$ cat src/rtl/multicycle_controller.sv
// Multicycle RISC-V subset controller: main FSM, ALU decode and immediate-select decode.
// Optional feature macro: MC_ILLEGAL_TRAP_EN (illegal opcodes trap and set a sticky flag).
module multicycle_controller (
    input  logic       clk,
    input  logic       reset,
    input  logic [6:0] op,
    input  logic [2:0] funct3,
    input  logic       funct7b5,
    input  logic       Zero,
    input  logic       mem_ready,
    output logic       PCWrite,
    output logic       AdrSrc,
    output logic       MemWrite,
    output logic       IRWrite,
    output logic       RegWrite,
    output logic [1:0] ResultSrc,
    output logic [1:0] ALUSrcA,
    output logic [1:0] ALUSrcB,
    output logic [1:0] ImmSrc,
    output logic [2:0] ALUControl,
    output logic [3:0] state,
    output logic       illegal_instr
);

    localparam int unsigned STATE_W = 4;

    localparam logic [6:0] OP_LW  = 7'b0000011;
    localparam logic [6:0] OP_SW  = 7'b0100011;
    localparam logic [6:0] OP_R   = 7'b0110011;
    localparam logic [6:0] OP_I   = 7'b0010011;
    localparam logic [6:0] OP_BEQ = 7'b1100011;
    localparam logic [6:0] OP_JAL = 7'b1101111;

    localparam logic [2:0] ALU_ADD = 3'b000;
    localparam logic [2:0] ALU_SUB = 3'b001;
    localparam logic [2:0] ALU_AND = 3'b010;
    localparam logic [2:0] ALU_OR  = 3'b011;
    localparam logic [2:0] ALU_SLT = 3'b101;

    typedef enum logic [STATE_W-1:0] {
        S_FETCH    = 4'd0,
        S_DECODE   = 4'd1,
        S_MEMADR   = 4'd2,
        S_MEMREAD  = 4'd3,
        S_MEMWB    = 4'd4,
        S_MEMWRITE = 4'd5,
        S_EXECUTER = 4'd6,
        S_EXECUTEI = 4'd7,
        S_ALUWB    = 4'd8,
        S_BEQ      = 4'd9,
        S_JAL      = 4'd10,
        S_TRAP     = 4'd11
    } state_t;

    state_t     r_state;
    state_t     w_next;
    logic [2:0] w_funct_alu;

    assign state = STATE_W'(r_state);

    // State register; async reset returns to FETCH immediately
    always_ff @(posedge clk or negedge reset) begin
        if (!reset) r_state <= S_FETCH;
        else        r_state <= w_next;
    end

    // ALU operation selected by funct fields for R/I execute states
    always_comb begin
        w_funct_alu = ALU_ADD;
        case (funct3)
            3'b000:  w_funct_alu = (op[5] && funct7b5) ? ALU_SUB : ALU_ADD;
            3'b010:  w_funct_alu = ALU_SLT;
            3'b110:  w_funct_alu = ALU_OR;
            3'b111:  w_funct_alu = ALU_AND;
            default: w_funct_alu = ALU_ADD;
        endcase
    end

    // Immediate format select, decoded from opcode in every state
    always_comb begin
        ImmSrc = 2'b00;
        case (op)
            OP_SW:   ImmSrc = 2'b01;
            OP_BEQ:  ImmSrc = 2'b10;
            OP_JAL:  ImmSrc = 2'b11;
            default: ImmSrc = 2'b00;
        endcase
    end

    // Next-state and datapath control decode
    always_comb begin
        w_next     = S_FETCH;
        PCWrite    = 1'b0;
        AdrSrc     = 1'b0;
        MemWrite   = 1'b0;
        IRWrite    = 1'b0;
        RegWrite   = 1'b0;
        ResultSrc  = 2'b00;
        ALUSrcA    = 2'b00;
        ALUSrcB    = 2'b00;
        ALUControl = ALU_ADD;
        case (r_state)
            S_FETCH: begin
                ALUSrcB   = 2'b10;
                ResultSrc = 2'b10;
                IRWrite   = mem_ready;
                PCWrite   = mem_ready;
                w_next    = mem_ready ? S_DECODE : S_FETCH;
            end
            S_DECODE: begin
                ALUSrcA = 2'b01;
                ALUSrcB = 2'b01;
                case (op)
                    OP_LW, OP_SW: w_next = S_MEMADR;
                    OP_R:         w_next = S_EXECUTER;
                    OP_I:         w_next = S_EXECUTEI;
                    OP_BEQ:       w_next = S_BEQ;
                    OP_JAL:       w_next = S_JAL;
`ifdef MC_ILLEGAL_TRAP_EN
                    default:      w_next = S_TRAP;
`else
                    default:      w_next = S_FETCH;
`endif
                endcase
            end
            S_MEMADR: begin
                ALUSrcA = 2'b10;
                ALUSrcB = 2'b01;
                w_next  = (op == OP_SW) ? S_MEMWRITE : S_MEMREAD;
            end
            S_MEMREAD: begin
                AdrSrc = 1'b1;
                w_next = mem_ready ? S_MEMWB : S_MEMREAD;
            end
            S_MEMWB: begin
                ResultSrc = 2'b01;
                RegWrite  = 1'b1;
                w_next    = S_FETCH;
            end
            S_MEMWRITE: begin
                AdrSrc   = 1'b1;
                MemWrite = 1'b1;
                w_next   = mem_ready ? S_FETCH : S_MEMWRITE;
            end
            S_EXECUTER: begin
                ALUSrcA    = 2'b10;
                ALUControl = w_funct_alu;
                w_next     = S_ALUWB;
            end
            S_EXECUTEI: begin
                ALUSrcA    = 2'b10;
                ALUSrcB    = 2'b01;
                ALUControl = w_funct_alu;
                w_next     = S_ALUWB;
            end
            S_ALUWB: begin
                RegWrite = 1'b1;
                w_next   = S_FETCH;
            end
            S_BEQ: begin
                ALUSrcA    = 2'b10;
                ALUControl = ALU_SUB;
                PCWrite    = Zero;
                w_next     = S_FETCH;
            end
            S_JAL: begin
                ALUSrcA = 2'b01;
                ALUSrcB = 2'b10;
                PCWrite = 1'b1;
                w_next  = S_ALUWB;
            end
`ifdef MC_ILLEGAL_TRAP_EN
            S_TRAP:  w_next = S_TRAP;
`else
            S_TRAP:  w_next = S_FETCH;
`endif
            default: w_next = S_FETCH;
        endcase
    end

`ifdef MC_ILLEGAL_TRAP_EN
    logic r_illegal;
    logic w_illegal;

    assign w_illegal = !((op == OP_LW) || (op == OP_SW) || (op == OP_R) ||
                         (op == OP_I) || (op == OP_BEQ) || (op == OP_JAL));

    // Sticky flag set when an illegal opcode is decoded, cleared only by reset
    always_ff @(posedge clk or negedge reset) begin
        if (!reset)                              r_illegal <= 1'b0;
        else if (r_state == S_DECODE && w_illegal) r_illegal <= 1'b1;
    end

    assign illegal_instr = r_illegal;
`else
    assign illegal_instr = 1'b0;
`endif

endmodule

$ cat config.mk
export PLATFORM = sky130hd
export DESIGN_NAME = multicycle_controller
export DESIGN_NICKNAME = d
export VERILOG_FILES = /design/src/rtl/multicycle_controller.sv
export SDC_FILE = /design/constraint.sdc
export NUM_CORES = 1
export LEC_CHECK = 0
export CAP_MARGIN = 0
export CORE_MARGIN = 8
export CORE_UTILIZATION = 37
export DETAILED_ROUTE_END_ITERATION = 12
export PLACE_DENSITY = 0.78
export SLEW_MARGIN = 20
export SYNTH_ARGS = -nofsm -noshare
export SYNTH_HDL_FRONTEND = slang
export SYNTH_SLANG_ARGS = --single-unit
$ cat constraint.sdc
create_clock -name clk -period 1.6 [get_ports clk]
set_clock_uncertainty 0.15 [all_clocks]
set_input_delay 0.32 -clock clk [delete_from_list [all_inputs] [get_ports clk]]
set_output_delay 0.32 -clock clk [all_outputs]
set_load 0.05 [all_outputs]
==> flow_summary.yaml, run 1 <==
status:
  status: "aborted with a tool error"
  stop_stage: "4_1_cts"
  stop_error: "[ERROR DPL-0038] Utilization greater than 100%, impossible to legalize"
synthesis:
  ys_types: 43
  avgSynthCellArea_um2: 8.23
  syn_area_um2: 626
  ys_ff_latch: 4
  syn-num-nets: 91
  synthCells: 76
  ys_seq_area_share_pct: 16.0
  ys_warn_count: 0
placement:
  place_inst: 157
  pre_cts_ws_ns: -0.416
  hpwl_mm: 2.62
  port_buffers: 34
  place_congestion: 0.881
clock_tree:
  cts.path.max_buffers: 2
  cts.sinks: 4
  cts_root_buffer: "clkbuf_4"
  post_cts_buffers: 10
  cts_made_buffers: 3
  htreeDepth: 1
  cts_hold_buf: 0
  post_cts_resized: 54
floorplanning:
  io_pins: 36
  die_x_um: 57.1
  die-height_um: 57.1
  start_util_pct: 37.9
  placementRows: 15
==> stage by stage <==
| step | hold slack [ns] | utilization [%] | instance area (µm²) | TNS [ns] |
|---|---|---|---|---|
| global placement | 0.374 | 93.6 | 1550 | -2.25 |
| floorplan | -0.126 | - | 759 | -4.02 |
| detailed placement | 0.380 | 93.6 | 1550 | -3.04 |
==> kinds of logic after synthesis <==
logic type	Yosys count	synth area share, %
buffers and inverters	9	9.40
xor gates and xnor gates	3	4.20
and+or+nand+nor	38	42.4
muxes	3	5.00
DFF	4	16.0
other	1	0.599
AOI/OAI and AO/OA	18	22.4
==> cell usage after synthesis <==
library cell | count | area [µm²]
nor4b_1 | 1 | 8.76
xnor2_1 | 2 | 17.5
nor2_1 | 9 | 33.8
nand3_1 | 1 | 5.00
xor2_1 | 1 | 8.76
buf_2 | 2 | 10.0
nand3b_1 | 1 | 7.51
nor3b_1 | 2 | 15.0
o211ai_1 | 2 | 15.0
and2_1 | 2 | 12.5
nor3_2 | 1 | 10.0
nand3_2 | 1 | 10.0
a22oi_1 | 2 | 15.0
nor2b_1 | 3 | 18.8
nor2b_4 | 1 | 13.8
mux2i_1 | 2 | 20.0
o311ai_2 | 1 | 16.3
and3b_1 | 1 | 8.76
o22ai_1 | 1 | 6.26
nand4b_1 | 2 | 17.5
and2b_4 | 1 | 10.0
a32o_1 | 1 | 10.0
nor3b_2 | 1 | 12.5
o22ai_2 | 1 | 12.5
nor4_4 | 1 | 21.3
dfrtp_1 | 4 | 100
o21a_1 | 1 | 7.51
a21oi_1 | 3 | 15.0
o41ai_2 | 1 | 16.3
buf_4 | 2 | 15.0
nor3_1 | 2 | 10.0
conb_1 | 1 | 3.75
o21ai_1 | 1 | 5.00
a31oi_1 | 1 | 6.26
buf_6 | 2 | 22.5
nand4_1 | 2 | 12.5
and3_1 | 2 | 12.5
nand2_1 | 2 | 7.51
nor2_4 | 1 | 11.3
inv_1 | 3 | 11.3
o21ai_0 | 3 | 15.0
or3_1 | 1 | 6.26
mux2_2 | 1 | 11.3
==> run 2: changes to the inputs <==
- CORE_AREA: unset -> 8 8 69 71
- CORE_MARGIN: 8 -> unset
- CORE_UTILIZATION: 37 -> unset
- DIE_AREA: unset -> 0 0 77 79
- PLACE_DENSITY: 0.78 -> unset
- PLACE_DENSITY_LB_ADDON: unset -> 0.15
==> flow_summary.yaml, run 2 <==
timing:
  setup_viol: 15
  fmax_mhz: 532
  hold_viol: 0
  rsz0062_at_grt: "true"
  slew_viol_final: 0
  finalCritPeriodShare_pct: 117
  fin_crit_ns: 1.88
  setup_ws_ns: -0.280
setup_path:
  cp.required_ns: 1.13
  crit_path_start_kind: "flop"
  path_max_fanout: 6
  reg2reg_slack_ns: -0.04
  critPathKind: "reg2out"
  critPathArrivalTime_ns: 1.41
  worstRegToRegCells: 5
  cp-end-kind: "output port"
synthesis:
  ys_ff_latch: 4
  syn-num-nets: 91
  synth.most_common_cell: "nor2_1"
  ys_async_sr_fraction_pct: 100
  synth_top_area_share_pct: 16.0
  yosys-top-cells-area: "dfrtp_1, nor2_1, buf_6"
  synth_edf_count: 0
  synth_common_cells: "nor2_1, dfrtp_1"
  ys_types: 43
  synthCells: 76
  avgSynthCellArea_um2: 8.23
  synth-main-ff-cell: "dfrtp_1"
  ys_warn_count: 0
  ys_seq_area_share_pct: 16.0
  syn_area_um2: 626
  yosys.area.top_type: "dfrtp_1"
power_and_ir_drop:
  pwr-share-clk_pct: 16.8
  p_leak_nw: 0.756
  p_int_uw: 741
  switching_share_pct: 40.5
  combPwrFrac_pct: 73.0
  p_sw_uw: 504
  p_per_area_mw_per_mm2: 666
  peakVddDrop_v: 0.000273
  seqPwrFrac_pct: 10.2
detailed_routing:
  routed-wl-met2_mm: 1.59
  viasPerCell: 4.23
  top_layer: "met4"
  drt_pass1_iterations: 4
  ant_nets: 0
  route.layer.met1.wl_mm: 1.00
  routed_wl_mm: 2.78
  vias: 859
  drc: 0
  wl_met3_um: 155
  post_drt_wl_per_cell_um: 13.7
  drt_iter0_markers: 14
layout:
  final_cell_area_mm2: 0.00187
  fillers: 370
  fin_cells: 203
  drive_above_1_share_pct: 81.0
  largest_reg_flops: 4
  seqCellArea_um2: 105
  multi_input_area_um2: 714
  final_common_cell: "buf_4"
  area_delta_synth_final_pct: 199
  diodes: 0
  layout_common_cells: "buf_4, buf_12, nor2_4, buf_6, clkdlybuf4s50_1"
  layout.nets: 170
clock_tree:
  cts_tree: "done"
  cts_hold_buf: 0
  cts_made_buffers: 3
  clk_pin_slew_ns: 0.03
  cts.sinks: 4
  clock_latency_ns: 0.21
  cts_root_buffer: "clkbuf_8"
  cts.path.max_buffers: 2
  htreeDepth: 1
placement:
  hpwl_mm: 2.12
  port_buffers: 34
  place_congestion: 0.845
  place_area_mm2: 0.00155
  place_inst: 183
floorplanning:
  die-height_um: 79
  dieArea_mm2: 0.00608
  io_pins: 36
  core-area_mm2: 0.00380
  die_x_um: 77
  start_util_pct: 16.5
  placementRows: 23
global_route:
  grt_pass1_wl_mm: 4.22
  antenna_found_initial: 0
  grt_usage_pct: 8.59
  gr-total-overflow: 0
  grt_pass1_vias: 894
  grt_max_degree: 15
flow_run:
  maxCapViolCount: 0
hold_path:
  min_path_type: "in2async"
status:
  violations: "setup timing"
  status: "complete, but fails checks"
run 2: final cells by class:
class,instances,share of cell area [%]
Timing Repair Buffer,80,50.0
Tap cell,50,3.35
Multi-Input combinational cell,63,38.2
Clock buffer,3,2.21
Sequential cell,4,5.63
Inverter,3,0.603
run 2: timing repair:
action | CTS | global route
gates resized for setup | 41 | 20
setup endpoints to repair | 19 | 20
buffers inserted | 12 | 10
pin swaps | 10 | 11
run 2: final timing paths:
check,start,end
worst max-delay path,state[3]$_DFF_PN0_,ALUControl[1]
worst min-delay path,reset,state[1]$_DFF_PN0_
worst max register to register,state[1]$_DFF_PN0_,state[0]$_DFF_PN0_
worst min register to register,state[1]$_DFF_PN0_,state[3]$_DFF_PN0_
max in group asynchronous,reset,state[0]$_DFF_PN0_
min in group clk,op[2],state[0]$_DFF_PN0_
run 2: stage by stage:
stage               hold slack, ns  util [%]  TNS, ns  power (mW)  worst slack, ns
floorplan                   -0.126         -    -4.02       0.531           -0.640
global placement             0.390      40.7    -2.68       0.916           -0.367
detailed placement           0.389      40.7    -2.77       0.925           -0.390
CTS                          0.161      46.4    -3.28        1.20           -0.264
global route                 0.168      49.2    -4.04        1.31           -0.341
finish                       0.158      49.2    -3.26        1.24           -0.280
run 2: layer usage:
| metal | global-route usage (%) | vias to the layer above |
|---|---|---|
| met5 | 0 | - |
| met4 | 4.53 | 0 |
| met3 | 2.14 | 2 |
| met2 | 15.6 | 23 |
| met1 | 9.00 | 404 |
| li1 | - | 430 |
run 2: power by group through the flow:
stage	Sequential, mW	Combinational (mW)	Clock, mW
2_1_floorplan	0.155	0.376	0
6_report	0.127	0.909	0.209
3_5_place_dp	0.138	0.787	0
3_3_place_gp	0.137	0.779	0
5_1_grt	0.129	0.951	0.226
4_1_cts	0.127	0.862	0.214
run 2: cell families after synthesis:
kind of cell           after synthesis  share of synthesized area, %
buffers and inverters                9                          9.40
other                                1                         0.599
flip-flops                           4                          16.0
multiplexers                         3                          5.00
AO/OA/AOI/OAI                       18                          22.4
AND/OR/NAND/NOR                     38                          42.4
XOR/XNOR                             3                          4.20
run 2: critical path, stage by stage (launching register included):
cell and delay, ns:
dfrtp_2 0.43, and2b_4 0.28, nand3_4 0.09, buf_4 0.15, nor2_4 0.09, buf_12 0.14
No activity file was read; power rests on OpenSTA's default activity.
==> run 3: changes to the inputs <==
- GPL_ROUTABILITY_DRIVEN: unset -> 0
==> results of run 3 <==
Final layout, timing and power as in run 2 (identical DEF).
